==> config.mk <==
export PLATFORM = sky130hd
export DESIGN_NAME = branch_redirect_ctrl
export DESIGN_NICKNAME = d
export VERILOG_FILES = /design/src/rtl/branch_redirect_pkg.sv /design/src/rtl/branch_stat_counter.sv /design/src/rtl/branch_redirect_ctrl.sv
export SDC_FILE = /design/constraint.sdc
export NUM_CORES = 1
export LEC_CHECK = 0
export ABC_AREA = 0
export CORE_ASPECT_RATIO = 0.75
export CORE_UTILIZATION = 48
export DETAILED_ROUTE_END_ITERATION = 8
export GPL_TIMING_DRIVEN = 0
export PLACE_DENSITY = 0.81
export SYNTH_ARGS = -nofsm -noshare
export SYNTH_HDL_FRONTEND = slang
export SYNTH_SLANG_ARGS = --single-unit
export TNS_END_PERCENT = 5
==> constraint.sdc <==
create_clock -name clk -period 2.3 [get_ports clk]
set_clock_uncertainty 0.2 [all_clocks]
set_input_delay 0.46 -clock clk [delete_from_list [all_inputs] [get_ports clk]]
set_output_delay 0.46 -clock clk [all_outputs]
set_load 0.005 [all_outputs]
==> src/rtl/branch_redirect_pkg.sv <==
// Shared types and constants for the branch redirect sequencer.
package branch_redirect_pkg;

  typedef enum logic [1:0] {
    BR_IDLE,
    BR_WAIT_SLOT,
    BR_REDIRECT
  } br_state_t;

  localparam int unsigned BR_RESET_ADDR = 0;

endpackage

==> src/rtl/branch_stat_counter.sv <==
// Wrapping event counter with synchronous clear (clear beats increment).
// Only present when BRANCH_REDIRECT_STATS_EN is defined.
`ifdef BRANCH_REDIRECT_STATS_EN
module branch_stat_counter #(
  parameter int CNT_WIDTH = 32
) (
  input  logic                 clk,
  input  logic                 rst,
  input  logic                 clear,
  input  logic                 inc,
  output logic [CNT_WIDTH-1:0] count
);

  always_ff @(posedge clk) begin
    if (rst || clear) begin
      count <= '0;
    end else if (inc) begin
      count <= count + CNT_WIDTH'(1);
    end
  end

endmodule
`endif

==> src/rtl/branch_redirect_ctrl.sv <==
// PC redirect sequencer honouring the MIPS delay slot; exceptions pre-empt branches.
// Optional statistics counters under BRANCH_REDIRECT_STATS_EN.
//
// state        | meaning
// BR_IDLE      | no redirect outstanding, watching for a taken branch
// BR_WAIT_SLOT | taken branch captured, delay-slot fetch not yet seen
// BR_REDIRECT  | redirect presented to fetch, held until if_ready
module branch_redirect_ctrl
  import branch_redirect_pkg::*;
#(
  parameter int ADDR_WIDTH = 32,
  parameter int CNT_WIDTH  = 32
) (
  input  logic                  clk,
  input  logic                  rst,
  input  logic                  id_valid,
  input  logic                  id_stall,
  input  logic                  is_branch_instr,
  input  logic                  branch_taken,
  input  logic [ADDR_WIDTH-1:0] branch_address,
  input  logic                  if_slot_valid,
  input  logic                  if_ready,
  input  logic                  exc_valid,
  input  logic [ADDR_WIDTH-1:0] exc_address,
  output logic                  redirect_valid,
  output logic [ADDR_WIDTH-1:0] redirect_address,
  output logic                  fetch_hold,
  output logic                  busy
`ifdef BRANCH_REDIRECT_STATS_EN
  ,
  input  logic                  stat_clear,
  output logic [CNT_WIDTH-1:0]  stat_taken,
  output logic [CNT_WIDTH-1:0]  stat_exc
`endif
);

  localparam logic [ADDR_WIDTH-1:0] RESET_ADDR = ADDR_WIDTH'(BR_RESET_ADDR);

  br_state_t             state_q;
  logic [ADDR_WIDTH-1:0] target_q;
  logic                  cap;
  logic                  handshake;

  // Branches arriving while not idle sit in a delay slot and are ignored.
  assign cap = id_valid & ~id_stall & is_branch_instr & branch_taken &
               (state_q == BR_IDLE);
  assign handshake = redirect_valid & if_ready;
  assign busy      = (state_q != BR_IDLE);

  always_ff @(posedge clk) begin
    if (rst) begin
      state_q          <= BR_IDLE;
      target_q         <= RESET_ADDR;
      redirect_valid   <= 1'b0;
      redirect_address <= RESET_ADDR;
      fetch_hold       <= 1'b0;
    end else if (exc_valid) begin
      // Exception wins in every state, discarding any pending branch.
      state_q          <= BR_REDIRECT;
      target_q         <= exc_address;
      redirect_valid   <= 1'b1;
      redirect_address <= exc_address;
      fetch_hold       <= 1'b1;
    end else begin
      case (state_q)
        BR_IDLE: begin
          if (cap) begin
            target_q <= branch_address;
            if (if_slot_valid) begin
              state_q          <= BR_REDIRECT;
              redirect_valid   <= 1'b1;
              redirect_address <= branch_address;
              fetch_hold       <= 1'b1;
            end else begin
              state_q <= BR_WAIT_SLOT;
            end
          end
        end
        BR_WAIT_SLOT: begin
          if (if_slot_valid) begin
            state_q          <= BR_REDIRECT;
            redirect_valid   <= 1'b1;
            redirect_address <= target_q;
            fetch_hold       <= 1'b1;
          end
        end
        BR_REDIRECT: begin
          if (handshake) begin
            state_q          <= BR_IDLE;
            redirect_valid   <= 1'b0;
            redirect_address <= RESET_ADDR;
            fetch_hold       <= 1'b0;
          end
        end
        default: begin
          state_q          <= BR_IDLE;
          redirect_valid   <= 1'b0;
          redirect_address <= RESET_ADDR;
          fetch_hold       <= 1'b0;
        end
      endcase
    end
  end

`ifdef BRANCH_REDIRECT_STATS_EN
  branch_stat_counter #(.CNT_WIDTH(CNT_WIDTH)) u_stat_taken (
    .clk   (clk),
    .rst   (rst),
    .clear (stat_clear),
    .inc   (cap),
    .count (stat_taken)
  );

  branch_stat_counter #(.CNT_WIDTH(CNT_WIDTH)) u_stat_exc (
    .clk   (clk),
    .rst   (rst),
    .clear (stat_clear),
    .inc   (exc_valid),
    .count (stat_exc)
  );
`else
  if (CNT_WIDTH > 0) begin : g_no_stats
  end
`endif

endmodule

**Word level (Yosys, flattened, before mapping)**

Cells that the tools add are included.

- Bits in registers: 68
- Output and inout port bits: 35
- Word-level logic and storage cells: 55

- Equality and inequality tests: 9
- Multiplexer cells: 24
- Bitwise operators: 6
- Reductions and logical operators: 10

Operator list:

| operator | number |
|---|---|
| $mux 32 | 8 |
| $pmux 32 s3 | 1 |
| $ne 3x3->1 const B | 4 |
| $mux 2 | 5 |
| $mux 1 | 7 |
| $ne 2x2->1 const B | 3 |
| $pmux 1 s3 | 2 |
| $pmux 2 s3 | 1 |
| $reduce_and 3->1 | 2 |
| $reduce_bool 2->1 | 3 |
| $and 1x1->1 | 5 |
| $reduce_and 2->1 | 2 |
| $reduce_and 4->1 | 1 |
| $eq 2x1->1 const B | 1 |
| $eq 2x2->1 const B | 1 |
| $logic_not 2->1 | 1 |
| $reduce_or 2->1 | 1 |
| $not 1->1 | 1 |

**Logic depth before layout (Yosys ltp)**

- Depth in word-level cells: 8
- Depth in mapped cells: 8
- Gate-level depth less buffers: 4

**Worst setup path after synthesis**

OpenSTA, ideal clock, no wires.

- Kind: input port to flip-flop
- Start point: input id_valid
- End point: register redirect_address[10]
- Setup time: 0.146 ns
- Data arrival time: 1.496 ns
- Setup slack: 0.458 ns
- Cell stages on the path: 7
- Buffers on the path: 3
- Cells stage by stage: and4b_1 > buf_4 > o22ai_4 > and2_4 > buf_6 > buf_6 > a211oi_2

- Longest elaborated chain between the ends: 6

Ends and longest elaborated chain:

| what | line | text |
|---|---|---|
| start: declaration | branch_redirect_ctrl.sv:16 | `input logic id_valid,` |
| $and 1x1->1 (4 in series) | branch_redirect_ctrl.sv:45 | `assign cap = id_valid & ~id_stall & is_branch_instr & branch_taken &` |
| $ne 3x3->1 (no source line) | n/a |  |
| $reduce_and 4->1 (no source line) | n/a |  |
| end signal: assignment | branch_redirect_ctrl.sv:62 | `redirect_address <= exc_address;` |
| end signal: assignment | branch_redirect_ctrl.sv:72 | `redirect_address <= branch_address;` |
| end signal: assignment | branch_redirect_ctrl.sv:83 | `redirect_address <= target_q;` |
| end: declaration | branch_redirect_ctrl.sv:26 | `output logic [ADDR_WIDTH-1:0] redirect_address,` |

Every way passes these cells.
A chain may end at the register's enable or synchronous reset.

**Final worst setup path**

- Start point: register state_q[0]
- End point: output busy

- Longest elaborated chain between the ends: 1

Ends and longest elaborated chain:

| what | line | text |
|---|---|---|
| start: declaration | branch_redirect_ctrl.sv:39 | `br_state_t state_q;` |
| start signal: assignment | branch_redirect_ctrl.sv:52 | `state_q <= BR_IDLE;` |
| start signal: assignment | branch_redirect_ctrl.sv:59 | `state_q <= BR_REDIRECT;` |
| start signal: assignment | branch_redirect_ctrl.sv:70 | `state_q <= BR_REDIRECT;` |
| $reduce_bool 2->1 | branch_redirect_ctrl.sv:48 | `assign busy = (state_q != BR_IDLE);` |
| end: declaration | branch_redirect_ctrl.sv:28 | `output logic busy` |

Every way passes these cells.

==> results.sh <==
export IMPL_hold_start="redirect_address[23]"
export IMPL_p_clk_share_pct=29.0
export IMPL_critPathArrivalTime_ns=1.58
export IMPL_fin_area_sq_um=5170
export IMPL_vdd_ir_drop_max_v=0.000341
export IMPL_grt_antenna_before_repair=0
export IMPL_swShare_pct=28.8
export IMPL_power_per_cell_area_nw_per_um2=566
export IMPL_min_period_ns=2.24
export IMPL_synth_most_common_cell="dfxtp_1"
export IMPL_cts_tree="built"
export IMPL_clockBufferDepth=2
export IMPL_fin_tns_setup_ns=0
export IMPL_grt_pass1_wl_mm=18.5
export IMPL_hold_viol=0
export IMPL_vias_per_cell=5.84
export IMPL_drt_iter0_drc=218
export IMPL_io_buffers=106
export IMPL_seqPwrFrac_pct=45.7
export IMPL_p_sw_uw=843
export IMPL_ioPinCount=108
export IMPL_drc=0
export IMPL_synth_top_area_share_pct=35.9
export IMPL_outcome="completed"
export IMPL_dr_total_vias=3795
export IMPL_hold_buffers=0
export IMPL_fin_crit_sh_pct=97.6
export IMPL_relSlewSlack_pct=49.3
export IMPL_synthFlopType="dfxtp_1"
export IMPL_crit_fanout=10
export IMPL_setup_worst_path_end_class="output port"
export IMPL_ant_nets=0
export IMPL_globalplace_congestion=0.890
export IMPL_finalPower_uw=2930
export IMPL_synthCells=427
export IMPL_synth_edf_count=0
export IMPL_critical_path_class="reg -> out"
export IMPL_wl_mm=11.6
export IMPL_ys_seq_area_share_pct=35.9
export IMPL_start_util_pct=50.6
export IMPL_rsz0062_at_grt="no"
export IMPL_worstReg2RegStart="state_q[0]"
export IMPL_path_clk_slew_ns=0.07
export IMPL_area_growth_pct=36.4
export IMPL_synth_async_reset_ratio_pct=0
export IMPL_postLayoutSetupSlackWorst_ns=0.0551
export IMPL_synth_top_area_cell="dfxtp_1"
export IMPL_crit_required_ns=1.64
export IMPL_dp_hpwl_mm=8.22
export IMPL_num_fill_cells=619
export IMPL_synthTopCellsByArea="dfxtp_1 (36%), a211oi_2 (9.9%), mux2i_1 (8.4%), a221oi_1 (7.4%), a211oi_1 (7.1%)"
export IMPL_die_x_microns=105
export IMPL_clock_latency_ns=0.35
export IMPL_worstMarginPinSlew_ns=0.761
export IMPL_synthTopCellsByCount="dfxtp_1 (68), a211oi_1 (36), nor2_1 (36)"
export IMPL_timing_hold_worst_class="reg -> reg"
export IMPL_cts_sinks=68
export IMPL_startpoint="state_q[0]"
export IMPL_worstSetupStartpointType="flop"
export IMPL_wire_per_inst_microns=17.9
export IMPL_p_int_uw=2080
export IMPL_grt_max_degree=11
export IMPL_syn_area_per_cell_sq_um=8.88
export IMPL_n_antenna_cell=0
export IMPL_coreArea_sq_um=7500
export IMPL_nNetsFinal=619
export IMPL_rows=27
export IMPL_cts_root_buf="clkbuf_8"
export IMPL_drtPass1Iterations=5
export IMPL_utilization_pct=69.0
export IMPL_synth_nets=500
export IMPL_setup_viol=0
export IMPL_die_h_microns=79.0
export IMPL_synth_cell_area_sq_um=3790
export IMPL_grt_ovfl_total=0
export IMPL_yosys_warnings=0
export IMPL_htree_levels=3
export IMPL_grtUsageTotal_pct=28.2
export IMPL_synth_cell_type_count=25
export IMPL_die_area_sq_um=8260
export IMPL_cts_buffers=9
export IMPL_drive_gt1_share_pct=13.5
export IMPL_slew_violations=0
export IMPL_place_area_sq_um=4980
export IMPL_cellLeakagePower_uw=0.00192
export IMPL_cap_violations=0
export IMPL_fmaxAchievable_mhz=445
export IMPL_pwr_share_comb_pct=25.3
export IMPL_yosys_register_bits=68
export IMPL_pre_cts_ws_ns=-0.290
export IMPL_grt_pass1_vias=3690
[cell type report]
class / count / area, sq um / share of cell area [%]
multi-input combinational: 278 / 2060 / 39.9
sequential: 68 / 1360 / 26.3
timing repair buffer: 108 / 1080 / 20.8
buffer: 48 / 262 / 5.06
clock buffer: 11 / 141 / 2.73
tap: 101 / 126 / 2.44
inverter: 33 / 124 / 2.40
clock inverter: 3 / 15.0 / 0.290
[through the flow]
step,hold WS [ns],instances
global route,0.283,650
floorplan,0.250,427
finish,0.263,650
global placement,0.254,634
detailed placement,0.255,634
CTS,0.266,648
[sequential cells by signal, summed over array words and instances, names as in the netlist]
register          count
fetch_hold            1
redirect_valid        1
target_q             32
redirect_address     32
state_q               2
[layer usage]
metal | wire [microns] | track usage [%] | up-vias
met1 | 5230 | 38.1 | 1786
met3 | 921 | 6.40 | 16
li1 | - | - | 1786
met2 | 5340 | 46.0 | 207
met4 | 110 | 6.62 | 0
met5 | 0 | 0 | -
[cell families (layout without fill, tap and decap cells)]
kind of cell | after synthesis | in the layout | share of synthesized area (%)
AOI/OAI and AO/OA | 104 | 104 | 25.8
buffers and inverters | 81 | 203 | 9.83
DFF | 68 | 68 | 35.9
and+or+nand+nor | 142 | 142 | 20.0
muxes | 32 | 32 | 8.45
[cells in the final DEF, fill, tap and decap left out, types with 2 or more instances in the layout]
cell type          n
mux2i_1           32
nor2_1            35
nand2_1            2
a211oi_2          30
a211oi_1          36
buf_2             13
inv_1             33
buf_4              6
nor2b_1           34
and3_1            32
dfxtp_1           67
buf_6              5
clkbuf_1          25
clkbuf_8          10
clkdlybuf4s50_1  106
clkinv_2           3
a221oi_1          32
a21oi_1            2
nor3_1            32
or2_1              2
[power groups by stage]
stage | Clock (uW) | Combinational [uW] | Sequential, uW
floorplan | 0 | 369 | 1360
global placement | 0 | 707 | 1350
detailed placement | 0 | 721 | 1360
CTS | 850 | 731 | 1340
global route | 904 | 797 | 1350
finish | 848 | 741 | 1340
[path summary, 6_finish.rpt]
path	endpoint	cells past startpoint	slack [ns]
max	busy	5	0.06
min reg2reg	redirect_address[23]	2	0.26
min	redirect_address[23]	2	0.26
max reg2reg	redirect_address[1]	7	0.39
[timing repair]
action	4_1_cts	5_1_grt
gates resized for setup	6	3
pin swaps	0	1
endpoints found under the setup margin	1	4
buffers inserted	0	2
[critical path: stages, from the launching register on]
cell and delay (ns):
dfxtp_1 0.31, buf_6 0.14, nor2_4 0.17, buf_8 0.14, inv_1 0.04, clkdlybuf4s50_1 0.43
Power figures use the tool's default switching activity.
